`src/rtl/me_topk_sad_search_pkg.sv`:
```
// Shared types and derived widths for the top-K SAD search back end.
// Package name is me_pkg; sizes below are evaluated at the default geometry.
package me_pkg;

  typedef enum logic [1:0] {IDLE, CLEAR, COLLECT, DONE} state_e;

  function automatic int unsigned num_cand_f(input int unsigned sw_len, input int unsigned tb_len);
    return (sw_len - tb_len + 1) * (sw_len - tb_len + 1);
  endfunction

  function automatic int unsigned cnt_width_f(input int unsigned sw_len, input int unsigned tb_len);
    return $clog2(num_cand_f(sw_len, tb_len));
  endfunction

  function automatic int unsigned sad_width_f(input int unsigned tb_len, input int unsigned pe_w);
    return $clog2(tb_len * tb_len) + pe_w;
  endfunction

  localparam int unsigned NUM_CAND = num_cand_f(64, 16);
  localparam logic [sad_width_f(16, 8)-1:0] SAD_MAX = '1;

endpackage

```
`src/rtl/me_topk_sad_search_insert.sv`:
```
// Combinational sorted insert: places a new sample ahead of every slot with a
// strictly larger SAD and shifts those slots down by one, dropping the last.
module me_topk_insert #(
  parameter int unsigned K  = 4,
  parameter int unsigned SW = 16,
  parameter int unsigned CW = 12
) (
  input  logic [K*SW-1:0] i_slot_sad,
  input  logic [K*CW-1:0] i_slot_cnt,
  input  logic [SW-1:0]   i_sad,
  input  logic [CW-1:0]   i_cnt,
  output logic [K*SW-1:0] o_slot_sad,
  output logic [K*CW-1:0] o_slot_cnt,
  output logic            o_ins
);

  logic [K-1:0]  w_lt;
  logic [SW-1:0] w_carry_sad;
  logic [CW-1:0] w_carry_cnt;

  // Slots are sorted, so w_lt is a run of ones from the insert position down;
  // the carry walks the displaced entry one slot further each step.
  always_comb begin
    o_slot_sad  = i_slot_sad;
    o_slot_cnt  = i_slot_cnt;
    w_lt        = '0;
    w_carry_sad = i_sad;
    w_carry_cnt = i_cnt;
    for (int i = 0; i < int'(K); i++) begin
      w_lt[i] = i_sad < i_slot_sad[i*SW +: SW];
      if (w_lt[i]) begin
        o_slot_sad[i*SW +: SW] = w_carry_sad;
        o_slot_cnt[i*CW +: CW] = w_carry_cnt;
        w_carry_sad            = i_slot_sad[i*SW +: SW];
        w_carry_cnt            = i_slot_cnt[i*CW +: CW];
      end
    end
    o_ins = |w_lt;
  end

endmodule

```
`src/rtl/me_topk_sad_search.sv`:
```
// Top-K smallest-SAD search with req/ack handshake and candidate-count check.
// Optional early termination on a SAD threshold when ME_EARLY_TERM_EN is defined.
module me_topk_sad_search
  import me_pkg::*;
#(
  parameter int unsigned TB_LENGTH    = 16,
  parameter int unsigned SW_LENGTH    = 64,
  parameter int unsigned PE_OUT_WIDTH = 8,
  parameter int unsigned TOP_K        = 4,
  parameter int unsigned CNT_WIDTH    = cnt_width_f(SW_LENGTH, TB_LENGTH),
  parameter int unsigned SAD_WIDTH    = sad_width_f(TB_LENGTH, PE_OUT_WIDTH)
) (
  input  logic                         clk,
  input  logic                         rst,
  input  logic                         req,
  input  logic                         sad_valid,
  input  logic [CNT_WIDTH-1:0]         sad_cnt,
  input  logic [SAD_WIDTH-1:0]         sad,
  input  logic                         sad_last,
`ifdef ME_EARLY_TERM_EN
  input  logic [SAD_WIDTH-1:0]         term_thresh,
  output logic                         term,
`endif
  output logic                         busy,
  output logic                         ack,
  output logic [$clog2(TOP_K+1)-1:0]   best_num,
  output logic [TOP_K*SAD_WIDTH-1:0]   best_sad,
  output logic [TOP_K*CNT_WIDTH-1:0]   best_cnt,
  output logic                         cnt_err
);

  localparam int unsigned NUM_W  = $clog2(TOP_K + 1);
  localparam int unsigned N_CAND = num_cand_f(SW_LENGTH, TB_LENGTH);
  localparam int unsigned RCV_W  = $clog2(N_CAND + 1) + 1;

  state_e                     r_state;
  logic                       r_busy;
  logic                       r_ack;
  logic                       r_err;
  logic [NUM_W-1:0]           r_num;
  logic [RCV_W-1:0]           r_rcv;
  logic [TOP_K*SAD_WIDTH-1:0] r_sad;
  logic [TOP_K*CNT_WIDTH-1:0] r_cnt;
`ifdef ME_EARLY_TERM_EN
  logic                       r_term;
`endif

  logic [TOP_K*SAD_WIDTH-1:0] w_sad_nxt;
  logic [TOP_K*CNT_WIDTH-1:0] w_cnt_nxt;
  logic                       w_ins;
  logic [RCV_W-1:0]           w_rcv_nxt;
  logic                       w_term_hit;

  me_topk_insert #(
    .K  (TOP_K),
    .SW (SAD_WIDTH),
    .CW (CNT_WIDTH)
  ) u_insert (
    .i_slot_sad (r_sad),
    .i_slot_cnt (r_cnt),
    .i_sad      (sad),
    .i_cnt      (sad_cnt),
    .o_slot_sad (w_sad_nxt),
    .o_slot_cnt (w_cnt_nxt),
    .o_ins      (w_ins)
  );

  assign w_rcv_nxt = (&r_rcv) ? r_rcv : r_rcv + 1'b1;

`ifdef ME_EARLY_TERM_EN
  assign w_term_hit = sad <= term_thresh;
  assign term       = r_term;
`else
  assign w_term_hit = 1'b0;
`endif

  always_ff @(posedge clk) begin
    if (rst) begin
      r_state <= IDLE;
      r_busy  <= 1'b0;
      r_ack   <= 1'b0;
      r_err   <= 1'b0;
      r_num   <= '0;
      r_rcv   <= '0;
      r_sad   <= '1;
      r_cnt   <= '0;
`ifdef ME_EARLY_TERM_EN
      r_term  <= 1'b0;
`endif
    end else begin
      case (r_state)
        IDLE: begin
          if (req) begin
            r_state <= CLEAR;
            r_busy  <= 1'b1;
          end
        end
        CLEAR: begin
          if (!req) begin
            r_state <= IDLE;
            r_busy  <= 1'b0;
          end else begin
            r_state <= COLLECT;
            r_err   <= 1'b0;
            r_num   <= '0;
            r_rcv   <= '0;
            r_sad   <= '1;
            r_cnt   <= '0;
`ifdef ME_EARLY_TERM_EN
            r_term  <= 1'b0;
`endif
          end
        end
        COLLECT: begin
          if (!req) begin
            r_state <= IDLE;
            r_busy  <= 1'b0;
          end else if (sad_valid) begin
            r_sad <= w_sad_nxt;
            r_cnt <= w_cnt_nxt;
            r_rcv <= w_rcv_nxt;
            if (w_ins && (r_num != NUM_W'(TOP_K))) r_num <= r_num + 1'b1;
            // Early termination wins over sad_last and skips the count check.
            if (w_term_hit) begin
              r_state <= DONE;
              r_busy  <= 1'b0;
              r_ack   <= 1'b1;
`ifdef ME_EARLY_TERM_EN
              r_term  <= 1'b1;
`endif
            end else if (sad_last) begin
              r_state <= DONE;
              r_busy  <= 1'b0;
              r_ack   <= 1'b1;
              r_err   <= w_rcv_nxt != RCV_W'(N_CAND);
            end
          end
        end
        DONE: begin
          if (!req) begin
            r_state <= IDLE;
            r_ack   <= 1'b0;
`ifdef ME_EARLY_TERM_EN
            r_term  <= 1'b0;
`endif
          end
        end
        default: r_state <= IDLE;
      endcase
    end
  end

  assign busy     = r_busy;
  assign ack      = r_ack;
  assign best_num = r_num;
  assign best_sad = r_sad;
  assign best_cnt = r_cnt;
  assign cnt_err  = r_err;

endmodule

```
`config.mk`:
```
export PLATFORM = sky130hd
export DESIGN_NAME = me_topk_sad_search
export DESIGN_NICKNAME = d
export VERILOG_FILES = /design/src/rtl/me_topk_sad_search_pkg.sv /design/src/rtl/me_topk_sad_search_insert.sv /design/src/rtl/me_topk_sad_search.sv
export SDC_FILE = /design/constraint.sdc
export NUM_CORES = 1
export LEC_CHECK = 0
export CAP_MARGIN = 25
export CORE_AREA = 5 5 107 129
export DETAILED_ROUTE_END_ITERATION = 8
export DIE_AREA = 0 0 112 134
export DONT_BUFFER_PORTS = 1
export GPL_TIMING_DRIVEN = 0
export PLACE_DENSITY = 0.79
export RECOVER_POWER = 100
export SLEW_MARGIN = 20
export SYNTH_ARGS = -nofsm -noshare
export SYNTH_HDL_FRONTEND = slang
export SYNTH_SLANG_ARGS = --single-unit
```
`constraint.sdc`:
```
create_clock -name clk -period 2.65 [get_ports clk]
set_input_delay 0.3975 -clock clk [delete_from_list [all_inputs] [get_ports clk]]
set_output_delay 0.3975 -clock clk [all_outputs]
set_load 0.05 [all_outputs]
```
; Word level (Yosys, flattened, before mapping)
; Index checks and enable logic that the tools add are counted.
[word_totals]
regBits = 133
inputBits = 33
out_inout_bits = 118
word_cells = 110
[classes]
add_sub_neg = 2
order_cmp = 4
n_eq_ne = 19
mux = 54
reduce_logical = 17
[ops]
columns = cell, count
row1 = $mux W64, 3
row2 = $mux W48, 3
row3 = $pmux W64 S2, 1
row4 = $mux W16, 7
row5 = $pmux W48 S2, 1
row6 = $mux W12, 7
row7 = $lt A16 B16 Y1, 4
row8 = $mux W13, 4
row9 = $reduce_and A5 Y1, 8
row10 = $pmux W13 S2, 1
row11 = $ne A2 B2 Y1 const B, 8
row12 = $add A13 B1 Y13 const B, 1
row13 = $ne A13 B12 Y1 const B, 1
row14 = $reduce_and A13 Y1, 1
row15 = $mux W1, 12
row16 = $mux W2, 6
row17 = $mux W3, 4
row18 = $ne A3 B3 Y1 const B, 3
row19 = $ne A2 B1 Y1 const B, 4
row20 = $pmux W2 S4, 1
row21 = $reduce_and A4 Y1, 2
row22 = $pmux W3 S2, 1
row23 = $eq A2 B2 Y1 const B, 2
row24 = $pmux W1 S2, 2
row25 = other kinds (8), 9

; Logic depth before layout (Yosys ltp)
[depth]
ltp_word = 8
ltp_mapped = 12
depth_no_buf = 10

; Modules after synthesis
; Synthesis repeated with hierarchy kept, for this count alone.
[hier_totals]
cells_unflattened = 1187
area_unflattened_um2 = 9121.2
[by_module_without_submodules]
columns = module, n_inst, cells_per_inst, area_per_inst_um2
row1 = me_topk_sad_search, 1, 684, 5418.9
row2 = me_topk_insert, 1, 503, 3702.3

; Least setup slack after synthesis
; OpenSTA, ideal clock, no wires.
[synth_timing]
path_type = flip-flop to flip-flop
startpoint = reg r_sad[54] (netlist: best_sad[54])
endpoint = reg r_sad[55] (netlist: best_sad[55])
setup_ps = 125
arrival_time_ps = 2538
slack_ps = -13
path_stages_with_launch = 13
cell_sequence = dfxtp_1 inv_1 ha_1 a21o_1 a211oi_1 o211ai_1 a211oi_2 o21a_1 nand2_1 buf_2 clkbuf_1 a21oi_1 a22oi_2
[synth_between]
elab_chain_cells = 3
[synth_rtl]
columns = element, line_no
row1 = "start, declared", me_topk_sad_search.sv:42  ; logic [TOP_K*SAD_WIDTH-1:0] r_sad;
row2 = "start signal, assigned", me_topk_sad_search.sv:119  ; r_sad <= w_sad_nxt;
row3 = $lt A16 B16 Y1, me_topk_sad_search_insert.sv:30  ; w_lt[i] = i_sad < i_slot_sad[i*SW +: SW];
row4 = $ne A2 B1 Y1 (no line), -
row5 = $reduce_and A5 Y1 (no line), -
; Every way passes these cells.
; A chain may end at the register's enable or synchronous reset.

; Worst setup path after layout
[layout_timing]
startpoint = reg r_sad[13] (netlist: best_sad[13])
endpoint = reg r_sad[7] (netlist: best_sad[7])
; Same word-level chain as after synthesis.

==> impl_summary.txt <==
----------------------------------------------------
[Drt]
  First-pass DRT Iterations ... 8
  Total via count after detailed routing ... 8063
  Total DRC errors in the routed layout ... 0
  Via density per instance ... 6.753
  Routed wire length per instance ... 23.34 um
  Initial drt markers ... 674
  Number of routed nets with antenna violations ... 0
  Total wire length after detailed routing ... 27870 um

[Setup path]
  Required time reported for the critical path endpoint ... 2990 ps
  Type of destination of the critical path ... flop
  Largest fanout of any net on the critical path ... 10
  Data arrival at the endpoint of the critical path ... 3000 ps
  Kind of critical path ... flop to flop
  Element type at the critical path start ... flop

[Die]
  Initial cell density of the core ... 62.58%
  DIE HEIGHT ... 134 um
  Std cell rows ... 45
  Io pins ... 151
  Floorplan Core Area ... 12440 um^2
  Die Area ... 15010 um^2
  Overall die width ... 112 um

[Synth]
  Synthesis Warnings ... 0
  Number of synthesized flops with an enable pin ... 0
  Sequential share of the synthesized area ... 34.19%
  Distinct cell type count of the synthesized netlist ... 58
  Synth Flop Type ... dfxtp_1
  Net count after synthesis ... 1069
  Mean post-synth cell area ... 8.053 um^2
  Cell area after technology mapping ... 7787 um^2
  Share of synthesized flip-flops with an asynchronous set or reset ... 0%
  Cells after synthesis ... 967
  Flip-flop and latch count after synthesis ... 133

[Place]
  HPWL after detailed placement ... 18230 um
  Port buffer count ... 0
  RePlAce Congestion ... 0.9121
  Cell area reported after detailed placement ... 7995 um^2

[STA]
  Number of hold-slack violations in the final timing report ... 0
  Ratio of final minimum period to clock period ... 100.4%
  Highest attainable clock frequency ... 0.3760 GHz
  Sum Neg Setup Slack ... -15.24 ps
  Max_slew headroom ... 52.87%
  Worst Skew ... 9.117 ps
  Measured slew at the worst slew-check pin ... 707.0 ps
  RSZ-0062 raised after global routing ... yes
  Post-route setup slack ... -9.906 ps
  Max-slew violation count ... 0
  Setup violators final ... 2
  Min Tclk post-route ... 2660 ps

[Power and ir drop]
  Reported leakage power ... 4.301 nW
  Peak VDD IR ... 0.3891 mV
  Power density normalized to cell area ... 502.1 nW/um^2
  Total power ... 0.004956 W

[Status]
  Outcome ... complete, but fails checks
  Violations in the final reports ... negative setup slack

[CTS]
  Hold-fix buffer count after cts ... 0
  CTS sink count ... 133
  TritonCTS clock tree ... done
  Clock transition at the registers of the reported paths ... 60 ps
  Clk_lat worst skew ... 430 ps
  Maximum number of buffers from clock root to sink ... 2
  H-Tree Level Count ... 4
  Number of clock buffers inserted by TritonCTS ... 17
  Buffer cell driving the clock tree root ... clkbuf_16

[Final layout]
  Share of layout cells above drive strength 1 ... 28.45%
  Most frequent standard cell in the layout excluding fill and tap cells ... a21oi_1
  Syn-to-layout area delta ... 26.75%
  Cell area after layout ... 9871 um^2
  Commonest cells after routing, fill and taps aside ... a21oi_1 (78), nand2_1 (76), dfxtp_1 (73), nor2_1 (71), inv_1 (64)
  # diodes ... 0
  Count of nets after finishing ... 1119

[Global routing]
  Pin count of the biggest net entering global routing ... 17
  Wire length of the first global-routing pass ... 39720 um
  Global routing usage summed across all routing layers ... 33.28%
  Overall overflow remaining after global route ... 0
  Initial antenna violation count ... 0
  Via count of the first global-routing pass ... 7643

[Flow run]
  Number of maximum-capacitance constraint violations ... 0

[Hold path]
  Worst hold path class ... input pin to flop

----------------------------------------------------
[synthesized netlist by cell type (2+ instances only)]
| library cell | n | area share [%] |
|---|---|---|
| a211o_1 | 27 | 3.0 |
| a211oi_1 | 6 | 0.58 |
| a21o_1 | 19 | 1.8 |
| a21oi_1 | 105 | 6.7 |
| a22oi_1 | 9 | 0.87 |
| a22oi_2 | 9 | 1.4 |
| a2bb2oi_1 | 16 | 1.8 |
| a31oi_1 | 9 | 0.72 |
| a41oi_1 | 3 | 0.34 |
| and2_1 | 3 | 0.24 |
| and3_1 | 20 | 1.6 |
| buf_2 | 15 | 0.96 |
| buf_6 | 3 | 0.43 |
| clkbuf_1 | 40 | 1.9 |
| dfxtp_1 | 133 | 34 |
| ha_1 | 69 | 11 |
| inv_1 | 76 | 3.7 |
| mux2_2 | 3 | 0.43 |
| mux2i_1 | 2 | 0.26 |
| nand2_1 | 79 | 3.8 |
| nand2b_1 | 4 | 0.32 |
| nand3_1 | 42 | 2.7 |
| nand3b_1 | 4 | 0.39 |
| nand4_1 | 13 | 1.0 |
| nor2_1 | 73 | 3.5 |
| nor2_2 | 2 | 0.16 |
| nor2b_1 | 2 | 0.16 |
| nor3_1 | 34 | 2.2 |
| nor3_2 | 6 | 0.77 |
| o21a_1 | 5 | 0.48 |
| o21ai_0 | 45 | 2.9 |
| o21ai_1 | 4 | 0.26 |
| o21ai_2 | 2 | 0.22 |
| o21bai_1 | 32 | 3.1 |
| o221ai_1 | 12 | 1.3 |
| o2bb2ai_1 | 12 | 1.3 |
| o31a_1 | 2 | 0.22 |
| o31ai_2 | 2 | 0.32 |
| xnor2_1 | 3 | 0.34 |
| xor2_1 | 4 | 0.45 |
[logic make-up (layout without fill, tap and decap cells)]
kind of cell | count (synthesis) | after routing | share of synthesized area (%)
xor+xnor | 7 | 7 | 0.7873
buf+inv | 138 | 199 | 7.246
fa+ha+maj | 69 | 69 | 11.09
simple gates | 289 | 291 | 17.58
mux | 5 | 5 | 0.6909
flops | 133 | 133 | 34.19
compound gates | 326 | 326 | 28.42
[power breakdown]
part	leakage [nW]	internal, W	switching [W]
clock	0.317	0.00161	0.00102
combinational	2.92	0.000130	0.000217
sequential	1.06	0.00196	0.0000220
[registers in the layout, indices dropped and copies added (netlist names)]
name and flops:
ack 1, best_cnt 48, best_num 3, best_sad 64, busy 1, cnt_err 1
r_rcv 13, r_state 2
[path summary, 6_finish.rpt]
kind                                   start           end  slack, ps  cells past startpoint
worst max-delay path            best_sad[13]   best_sad[7]        -10                     11
worst min-delay path                 sad[10]  best_sad[10]        120                      2
worst max register to register  best_sad[13]   best_sad[7]        -10                     11
worst min register to register      r_rcv[1]      r_rcv[1]        500                      2
[final cells by class]
class | instances | area [um^2]
inverters | 77 | 299.0
multi-input cells | 698 | 5174
clock buffers | 17 | 425.4
well taps | 164 | 205.2
repair buffers | 29 | 250.2
fillers | 821 | 2572
flip-flops and latches | 133 | 2848
clock inverters | 15 | 217.7
plain buffers | 61 | 451.7
[metal layers]
| layer | share of wire, % | track usage (%) |
|---|---|---|
| met5 | 0 | 0 |
| met4 | 7.1 | 18.57 |
| met3 | 11 | 12.18 |
| met2 | 48 | 57.00 |
| met1 | 34 | 35.43 |
[through the flow]
| step | std cells | worst slack [ps] | utilization (%) | hold WS, ps |
|---|---|---|---|---|
| global route | 1194 | -82.61 | 79.33 | 130.8 |
| finish | 1194 | -9.906 | 79.33 | 124.5 |
| CTS | 1173 | 0.1061 | 73.89 | 128.2 |
| global placement | 1131 | -570.0 | 64.25 | 485.3 |
| floorplan | 967 | 12.09 | - | 460.3 |
| detailed placement | 1131 | -634.4 | 64.25 | 487.7 |
[what timing repair did]
action                                  in CTS  in global routing
pin swaps                                   18                 24
gates resized for setup                    201                156
buffers inserted                             9                 15
endpoints found under the hold margin        0                  0
endpoints found under the setup margin     115                116
cloned                                       1                  6
[critical path, cell delays in order (launching register included)]
cell and delay [ps]:
dfxtp_4 450, inv_2 90, ha_1 310, a21o_1 180, a21o_1 200, a21oi_4 180
o21a_4 210, nand2_4 100, a21oi_4 340, buf_6 200, nor2_1 70, o21bai_1 220
Power figures use the tool's default switching activity.
